$ cat src/rtl/fetch_buffer_pkg.sv
// Shared constants and state encoding for the instruction-fetch buffer.
package fetch_buffer_pkg;

  localparam logic [31:0] NOP_INSTR = 32'h0000_0013;
  localparam logic [31:0] PC_STEP   = 32'd4;

  typedef enum logic {
    FETCH   = 1'b0,
    DISCARD = 1'b1
  } fetch_state_e;

endpackage

$ cat src/rtl/fetch_buffer_if.sv
// Cache-request, decode-handshake and redirect signals of the fetch buffer.
interface fetch_buffer_if;
  logic        imem_req_o;
  logic [31:0] imem_addr_o;
  logic        imem_valid_i;
  logic [31:0] imem_data_i;
  logic        id_valid_o;
  logic [31:0] id_instr_o;
  logic [31:0] id_pc_o;
  logic        id_stall_i;
  logic        redirect_i;
  logic [31:0] redirect_pc_i;

  modport master (
    output imem_req_o, imem_addr_o, id_valid_o, id_instr_o, id_pc_o,
    input  imem_valid_i, imem_data_i, id_stall_i, redirect_i, redirect_pc_i
  );

  modport slave (
    input  imem_req_o, imem_addr_o, id_valid_o, id_instr_o, id_pc_o,
    output imem_valid_i, imem_data_i, id_stall_i, redirect_i, redirect_pc_i
  );
endinterface

$ cat src/rtl/fetch_fifo.sv
// Generic synchronous FIFO with flush and occupancy count; head is read combinationally.
module fetch_fifo #(
  parameter int WIDTH = 64,
  parameter int DEPTH = 4
) (
  input  logic                     clk_i,
  input  logic                     rst_i,
  input  logic                     flush_i,
  input  logic                     push_i,
  input  logic [WIDTH-1:0]         push_data_i,
  input  logic                     pop_i,
  output logic [WIDTH-1:0]         head_o,
  output logic [$clog2(DEPTH):0]   count_o,
  output logic                     empty_o
);
  localparam int AW = $clog2(DEPTH);
  localparam int CW = AW + 1;
  localparam logic [CW-1:0] DEPTH_C = CW'(DEPTH);

  logic [WIDTH-1:0] mem_q [DEPTH];
  logic [AW-1:0]    wr_ptr_q, wr_ptr_d;
  logic [AW-1:0]    rd_ptr_q, rd_ptr_d;
  logic [CW-1:0]    count_q,  count_d;
  logic             do_push, do_pop;

  // Pop frees a slot in the same cycle, so push+pop on a full FIFO is accepted.
  always_comb begin
    do_pop   = pop_i && (count_q != '0);
    do_push  = push_i && ((count_q != DEPTH_C) || do_pop);
    wr_ptr_d = wr_ptr_q;
    rd_ptr_d = rd_ptr_q;
    count_d  = count_q;
    if (flush_i) begin
      wr_ptr_d = '0;
      rd_ptr_d = '0;
      count_d  = '0;
    end else begin
      if (do_push) wr_ptr_d = wr_ptr_q + 1'b1;
      if (do_pop)  rd_ptr_d = rd_ptr_q + 1'b1;
      case ({do_push, do_pop})
        2'b10:   count_d = count_q + 1'b1;
        2'b01:   count_d = count_q - 1'b1;
        default: count_d = count_q;
      endcase
    end
  end

  always_ff @(posedge clk_i) begin
    if (rst_i) begin
      wr_ptr_q <= '0;
      rd_ptr_q <= '0;
      count_q  <= '0;
    end else begin
      wr_ptr_q <= wr_ptr_d;
      rd_ptr_q <= rd_ptr_d;
      count_q  <= count_d;
    end
  end

  always_ff @(posedge clk_i) begin
    if (do_push && !flush_i) mem_q[wr_ptr_q] <= push_data_i;
  end

  assign head_o  = mem_q[rd_ptr_q];
  assign count_o = count_q;
  assign empty_o = (count_q == '0);
endmodule

$ cat src/rtl/fetch_buffer.sv
// Sequential-PC fetch stage: one outstanding cache request, responses queued for decode,
// branch redirect flushes the queue and discards any in-flight response.
module fetch_buffer
  import fetch_buffer_pkg::*;
#(
  parameter int          DEPTH    = 4,
  parameter logic [31:0] PC_RESET = 32'h0000_0000
) (
  input  logic          clk_i,
  input  logic          rst_i,
  fetch_buffer_if.master bus
);
  localparam int CW = $clog2(DEPTH) + 1;
  localparam logic [CW-1:0] DEPTH_C = CW'(DEPTH);

  fetch_state_e state_q, state_d;
  logic [31:0]  fetch_pc_q, fetch_pc_d;
  logic [31:0]  req_addr_q, req_addr_d;
  logic         outst_q, outst_d;

  logic          req, resp;
  logic [31:0]   redirect_tgt;
  logic          fifo_push, fifo_pop, fifo_flush;
  logic [63:0]   fifo_head;
  logic [CW-1:0] fifo_count;
  logic          fifo_empty;

  assign redirect_tgt = bus.redirect_pc_i & 32'hFFFF_FFFC;

  always_comb begin
    state_d    = state_q;
    fetch_pc_d = fetch_pc_q;
    req_addr_d = req_addr_q;
    outst_d    = outst_q;
    fifo_push  = 1'b0;
    fifo_pop   = 1'b0;
    fifo_flush = 1'b0;

    // A new request reserves a FIFO slot; an outstanding one is held until answered.
    // New requests are suppressed during a redirect so the old PC never escapes.
    req  = outst_q || (state_q == FETCH && !bus.redirect_i && fifo_count < DEPTH_C);
    resp = bus.imem_valid_i && outst_q;

    if (req && !outst_q) begin
      outst_d    = 1'b1;
      req_addr_d = fetch_pc_q;
    end
    if (resp) outst_d = 1'b0;

    if (bus.redirect_i) begin
      fifo_flush = 1'b1;
      fetch_pc_d = redirect_tgt;
      state_d    = (outst_q && !resp) ? DISCARD : FETCH;
    end else if (state_q == DISCARD) begin
      if (resp) state_d = FETCH;
    end else begin
      fifo_pop = !fifo_empty && !bus.id_stall_i;
      if (resp) begin
        fifo_push  = 1'b1;
        fetch_pc_d = fetch_pc_q + PC_STEP;
      end
    end
  end

  always_ff @(posedge clk_i) begin
    if (rst_i) begin
      state_q    <= FETCH;
      fetch_pc_q <= PC_RESET;
      req_addr_q <= PC_RESET;
      outst_q    <= 1'b0;
    end else begin
      state_q    <= state_d;
      fetch_pc_q <= fetch_pc_d;
      req_addr_q <= req_addr_d;
      outst_q    <= outst_d;
    end
  end

  fetch_fifo #(
    .WIDTH (64),
    .DEPTH (DEPTH)
  ) u_fifo (
    .clk_i       (clk_i),
    .rst_i       (rst_i),
    .flush_i     (fifo_flush),
    .push_i      (fifo_push),
    .push_data_i ({fetch_pc_q, bus.imem_data_i}),
    .pop_i       (fifo_pop),
    .head_o      (fifo_head),
    .count_o     (fifo_count),
    .empty_o     (fifo_empty)
  );

  assign bus.imem_req_o  = req && !rst_i;
  assign bus.imem_addr_o = outst_q ? req_addr_q : fetch_pc_q;
  assign bus.id_valid_o  = !fifo_empty && !rst_i;
  assign bus.id_instr_o  = bus.id_valid_o ? fifo_head[31:0]  : NOP_INSTR;
  assign bus.id_pc_o     = bus.id_valid_o ? fifo_head[63:32] : 32'h0;
endmodule

$ cat src/flat_wrapper.sv
// flat-port wrapper written by rule: the top's interface ports become plain ports
module fetch_buffer_flat import fetch_buffer_pkg::*;
#(
  parameter int          DEPTH    = 4,
  parameter logic [31:0] PC_RESET = 32'h0000_0000
)
  (clk_i, rst_i, bus_imem_req_o, bus_imem_addr_o, bus_id_valid_o, bus_id_instr_o, bus_id_pc_o, bus_imem_valid_i, bus_imem_data_i, bus_id_stall_i, bus_redirect_i, bus_redirect_pc_i);
  fetch_buffer_if bus_i ();
  input  logic clk_i;
  input  logic rst_i;
  output wire logic [$bits(bus_i.imem_req_o)-1:0] bus_imem_req_o;
  output wire logic [$bits(bus_i.imem_addr_o)-1:0] bus_imem_addr_o;
  output wire logic [$bits(bus_i.id_valid_o)-1:0] bus_id_valid_o;
  output wire logic [$bits(bus_i.id_instr_o)-1:0] bus_id_instr_o;
  output wire logic [$bits(bus_i.id_pc_o)-1:0] bus_id_pc_o;
  input wire logic [$bits(bus_i.imem_valid_i)-1:0] bus_imem_valid_i;
  input wire logic [$bits(bus_i.imem_data_i)-1:0] bus_imem_data_i;
  input wire logic [$bits(bus_i.id_stall_i)-1:0] bus_id_stall_i;
  input wire logic [$bits(bus_i.redirect_i)-1:0] bus_redirect_i;
  input wire logic [$bits(bus_i.redirect_pc_i)-1:0] bus_redirect_pc_i;
  assign bus_imem_req_o = bus_i.imem_req_o;
  assign bus_imem_addr_o = bus_i.imem_addr_o;
  assign bus_id_valid_o = bus_i.id_valid_o;
  assign bus_id_instr_o = bus_i.id_instr_o;
  assign bus_id_pc_o = bus_i.id_pc_o;
  assign bus_i.imem_valid_i = bus_imem_valid_i;
  assign bus_i.imem_data_i = bus_imem_data_i;
  assign bus_i.id_stall_i = bus_id_stall_i;
  assign bus_i.redirect_i = bus_redirect_i;
  assign bus_i.redirect_pc_i = bus_redirect_pc_i;
  fetch_buffer #(.DEPTH(DEPTH), .PC_RESET(PC_RESET)) u_core (.clk_i(clk_i), .rst_i(rst_i), .bus(bus_i));
endmodule
$ cat config.mk
export PLATFORM = sky130hd
export DESIGN_NAME = fetch_buffer_flat
export DESIGN_NICKNAME = d
export VERILOG_FILES = /design/src/rtl/fetch_buffer_pkg.sv /design/src/rtl/fetch_buffer_if.sv /design/src/rtl/fetch_fifo.sv /design/src/rtl/fetch_buffer.sv /design/src/flat_wrapper.sv
export SDC_FILE = /design/constraint.sdc
export NUM_CORES = 1
export LEC_CHECK = 0
export ABC_AREA = 1
export CELL_PAD_IN_SITES_DETAIL_PLACEMENT = 1
export CELL_PAD_IN_SITES_GLOBAL_PLACEMENT = 1
export CORE_MARGIN = 5
export CORE_UTILIZATION = 40
export CTS_CLUSTER_SIZE = 10
export DETAILED_ROUTE_END_ITERATION = 8
export PLACE_DENSITY_LB_ADDON = 0.1
export REMOVE_ABC_BUFFERS = 1
export SLEW_MARGIN = 40
export SYNTH_ARGS = -nofsm -noshare
export SYNTH_HDL_FRONTEND = slang
export SYNTH_SLANG_ARGS = --single-unit
$ cat constraint.sdc
create_clock -name clk_i -period 14.27 [get_ports clk_i]
set_input_delay 2.854 -clock clk_i [delete_from_list [all_inputs] [get_ports clk_i]]
set_output_delay 2.854 -clock clk_i [all_outputs]
set_load 0.1 [all_outputs]
# Word-level counts from Yosys, hierarchy flattened
# Memory sizes are Yosys's and may differ from the RTL's. A register that Yosys moved wholly into a read port is not among the register bits.
# Index checks and enable logic that the tools add are counted.
# word_totals
output_inout_bits	98
wordCells	70
mem_bits_rw	256
in_bits	69
reg_bits	73
memories	1
# memory_table
memory	depth	word_bits	read_ports	rd_ports_with_merged_regs	wr	line	source
u_core.u_fifo.mem_q	4	64	1	1	1	fetch_fifo.sv:20	logic [WIDTH-1:0] mem_q [DEPTH];
# classes
reduce_logical	29
order_cmp	1
n_eq_ne	4
addsub	5
n_bitwise	1
muxes	21
# ops
op	n
$mux W32	6
$add A32 B3 Y32 const B	1
$mux W1	12
$logic_and A1 B1 Y1	11
$logic_not A1 Y1	7
$pmux W3 S2	1
$reduce_or A2 Y1	3
$add A2 B1 Y2 const B	2
$mux W2	2
$reduce_and A2 Y1	2
$reduce_bool A2 Y1	2
$add A3 B1 Y3 const B	1
$logic_not A3 Y1	1
$lt A3 B3 Y1 const B	1
$ne A3 B3 Y1 const B	1
$reduce_bool A3 Y1	1
$sub A3 B1 Y3 const B	1
$eq A2 B1 Y1 const B	1
$eq A2 B2 Y1 const B	1
$logic_or A1 B1 Y1	2
$ne A2 B2 Y1 const B	1
$not A1 Y1	1

# Longest topological paths before layout
# logic_depth
word_depth	11
depth_mapped	11
mapped_depth_nobuf	11

# Modules after synthesis
# From an unflattened synthesis, not the netlist that was laid out.
# hier_totals
hier_cells	1372
hier_area_um2	13988.4
# modules_own_cells
module	area_each_um2	cells_per_inst	seq_area_each_um2	instances
fetch_fifo	9982.1	686	7867.5	1
fetch_buffer	4006.3	686	1241.2	1

# Least setup slack after synthesis
# Ideal clock, no wire load.
# synth_timing
path_kind	input -> output
start	input rst_i
end	output bus_id_instr_o[21]
required_time_ps	11416
path_stages	5
slack_ps	5727
n_path_buf	2
t_arrival_ps	5689
path_cell_list	nor2_2 -> inv_2 -> buf_2 -> buf_2 -> a21oi_1
# synth_between
elab_chain_cells	3
# synth_lines
item	line	source
start: declaration	flat_wrapper.sv:10	input logic rst_i;
$logic_not A1 Y1	fetch_buffer.sv:96	assign bus.id_valid_o = !fifo_empty && !rst_i;
$logic_and A1 B1 Y1	fetch_buffer.sv:96	
$mux W32	fetch_buffer.sv:97	assign bus.id_instr_o = bus.id_valid_o ? fifo_head[31:0] : NOP_INSTR;
end: declaration	flat_wrapper.sv:14	output wire logic [$bits(bus_i.id_instr_o)-1:0] bus_id_instr_o;
# No other way between the ends.

# Final worst setup path
# layout_timing
start	input rst_i
end	output bus_id_pc_o[15]
# layout_between
elab_chain_cells	3
# layout_lines
item	line	source
$logic_not A1 Y1	fetch_buffer.sv:96	
$logic_and A1 B1 Y1	fetch_buffer.sv:96	
$mux W32	fetch_buffer.sv:98	assign bus.id_pc_o = bus.id_valid_o ? fifo_head[63:32] : 32'h0;
end: declaration	flat_wrapper.sv:15	output wire logic [$bits(bus_i.id_pc_o)-1:0] bus_id_pc_o;
# No other way between the ends.

==> results.toml <==
[grt]
grt_max_degree = 93
grt_pass1_wl_um = 62200
antenna_found_initial = 0
grt_pass1_vias = 10800
grt.total_usage_pct = 20.5
gr-total-overflow = 0

[synth]
yosysWarningCount = 0
synth_mux_area_share_pct = 0
synth_seq_cells = 319
synthCells = 1392
syn_area_um2 = 13700
synth_top_area_share_pct = 54.5
yosysMostFrequentCell = "nor2_1"
yosysUniqueCellTypes = 36
synthAdderAreaFrac_pct = 0.604
async_flop_share_pct = 0
ys_seq_area_share_pct = 64.8
synth_top_family_by_area = "simple AND/OR/NAND/NOR gates"
postSynthAreaPerCell_um2 = 9.83
synth-xor-area-share_pct = 0.320
synth_edf_count = 248
ys_top_cells_by_count = "nor2_1, edfxtp_1, o21ai_0"
synth_compound_area_share_pct = 12.7
yosysTopAreaCell = "edfxtp_1"
yosys-top-cells-area = "edfxtp_1, dfxtp_1, nor2_1"
synthSimpleGateAreaFrac_pct = 16.6
synth-main-ff-cell = "edfxtp_1"

[clocking]
cts_hold_buffers = 0
post_cts_resized = 0
cts_setup_buffers = 0
insertion_delay_ps = 510
clk_path_buf_depth = 3
clock_sinks = 319
htree_num_levels = 2
cts_tree = "yes"
cts_buffers = 39
clockRootBuffer = "clkbuf_16"
clkTransAtPathRegs_ps = 50

[floorplan]
dieArea_um2 = 38000
design.core.area_um2 = 33600
die_x_um = 195
rows = 67
start_util_pct = 40.7
ios = 167
dieHeight_um = 195

[worst_setup_path]
path_max_fanout = 59
slowest_delay_ps = 480
worstSetupPathType = "input pin to output port"
path_depth = 7
critPathBufInv = 5
path_delay_family = "buffers and inverters"
cp-start-kind = "input pin"
required_ps = 11420
cp.arrival_ps = 5050
crit_chain = "clkdlybuf4s50_1 > buf_4 > nor2_2 > inv_2 > buf_6 > a21oi_1 > buf_2"
cpMaxStageDelayCell = "buf_2"
end_kind = "output port"
r2r_cells = 8

[hold_path]
holdPathStages = 2
min_path_type = "flip-flop to flip-flop"

[routing]
drtAntennaViolNets = 0
wirelength_um = 40300
drt_iter0_drc = 608
route.detailed.drc = 0
vias_per_cell = 5.20
vias = 10500
dr.pass1.iters = 5
routedWlPerCell_um = 20.0

[timing]
timing.setup.tns_ps = 0
period_share_pct = 55.4
relSlewSlack_pct = 46.7
clock_skew_ps = 16.1
fmax_ghz = 0.127
worst_pin_slew_ps = 800
grt_setup_unrepaired = "no"
hold_viol_final = 0
min_period_ps = 7900
maxSlewViolCount = 0
setup_viol = 0
fin_ws_ps = 6370

[finish]
syn_to_final_growth_pct = 19.8
final_nets = 1609
finalNonFillerCells = 2010
final_layout_size_suffix_gt1_share_pct = 12.5
antenna_cells = 0
utilization_pct = 48.7

[place]
dp.cells = 1940
port_buffers = 160
gp_congestion = 0.823
place_ws_ps = 6250
dp_hpwl_um = 25200

[power]
p_leak_nw = 5.86
power_density_nw_per_um2 = 129
ir_drop_uv = 82.2

[flow_run]
drv_cap = 0

[outcome]
status = "complete, no violations"
[kinds of logic after synthesis]
kind of cell | count (synthesis)
AO/OA/AOI/OAI | 336
XOR/XNOR | 5
adder cells (fa/ha/maj) | 6
buffers and inverters | 168
flip-flops | 319
other | 1
AND/OR/NAND/NOR | 557
[stage by stage]
step           power, mW  hold WS, ps  area, um^2
2_1_floorplan       1.19          426       13300
3_5_place_dp        1.26          439       15200
5_1_grt             2.19          470       16400
4_1_cts             2.14          448       16400
6_report            2.12          446       16400
3_3_place_gp        1.27          432       15700
[sequential cells by signal, indices dropped and copies added (netlist names), named ones only]
| register | flops |
|---|---|
| u_core.fetch_pc_q | 30 |
| u_core.outst_q | 1 |
| u_core.req_addr_q | 30 |
| u_core.state_q | 1 |
| u_core.u_fifo.count_o | 3 |
| u_core.u_fifo.mem_q | 248 |
| u_core.u_fifo.rd_ptr_q | 2 |
| u_core.u_fifo.wr_ptr_q | 2 |
[layout by cell type (no fill, tap or decap), drive strengths merged, types with 6 or more instances in the layout]
cell type,count
buf,110
inv,90
o21ai,198
nand3,43
clkbuf,65
edfxtp,248
a22oi,6
a21oi,121
nand2,168
clkdlybuf4s50,66
nor2,340
dfxtp,71
[worst register-to-register path: cells and delay by family (launching register included)]
family | cells | cell delay, ps
buffers and inverters | 3 | 1310
DFF | 1 | 330
and+or+nand+nor | 5 | 1360
[layer usage]
layer	track usage (%)	routed length [um]	part of all wire, %
met1	27.2	18100	45
met4	3.93	564	1.4
met2	36.4	20400	51
met5	0	0	0
met3	2.75	1260	3.1
[layout make-up]
type	count	area, um^2
fill	3757	17200
sequential	319	8870
multi-input combinational	908	4180
timing repair buffer	177	1330
clock buffer	64	1080
tap	448	561
inverter	89	335
clock inverter	5	31.3
[power by group]
group	internal, mW	switching (mW)	leakage (nW)
clock	0.515	0.360	0.535
sequential	1.02	0.0229	2.85
combinational	0.0460	0.152	2.47
total	1.58	0.535	5.86
[final timing paths]
check / from / endpoint / slack (ps)
setup / recovery: rst_i / bus_id_pc_o[15] / 6370
hold / removal: u_core.req_addr_q[16] / u_core.req_addr_q[16] / 450
setup reg to reg: u_core.outst_q / u_core.u_fifo.mem_q[0][16] / 10860
hold reg to reg: u_core.req_addr_q[16] / u_core.req_addr_q[16] / 450
No activity file was read; power rests on OpenSTA's default activity.
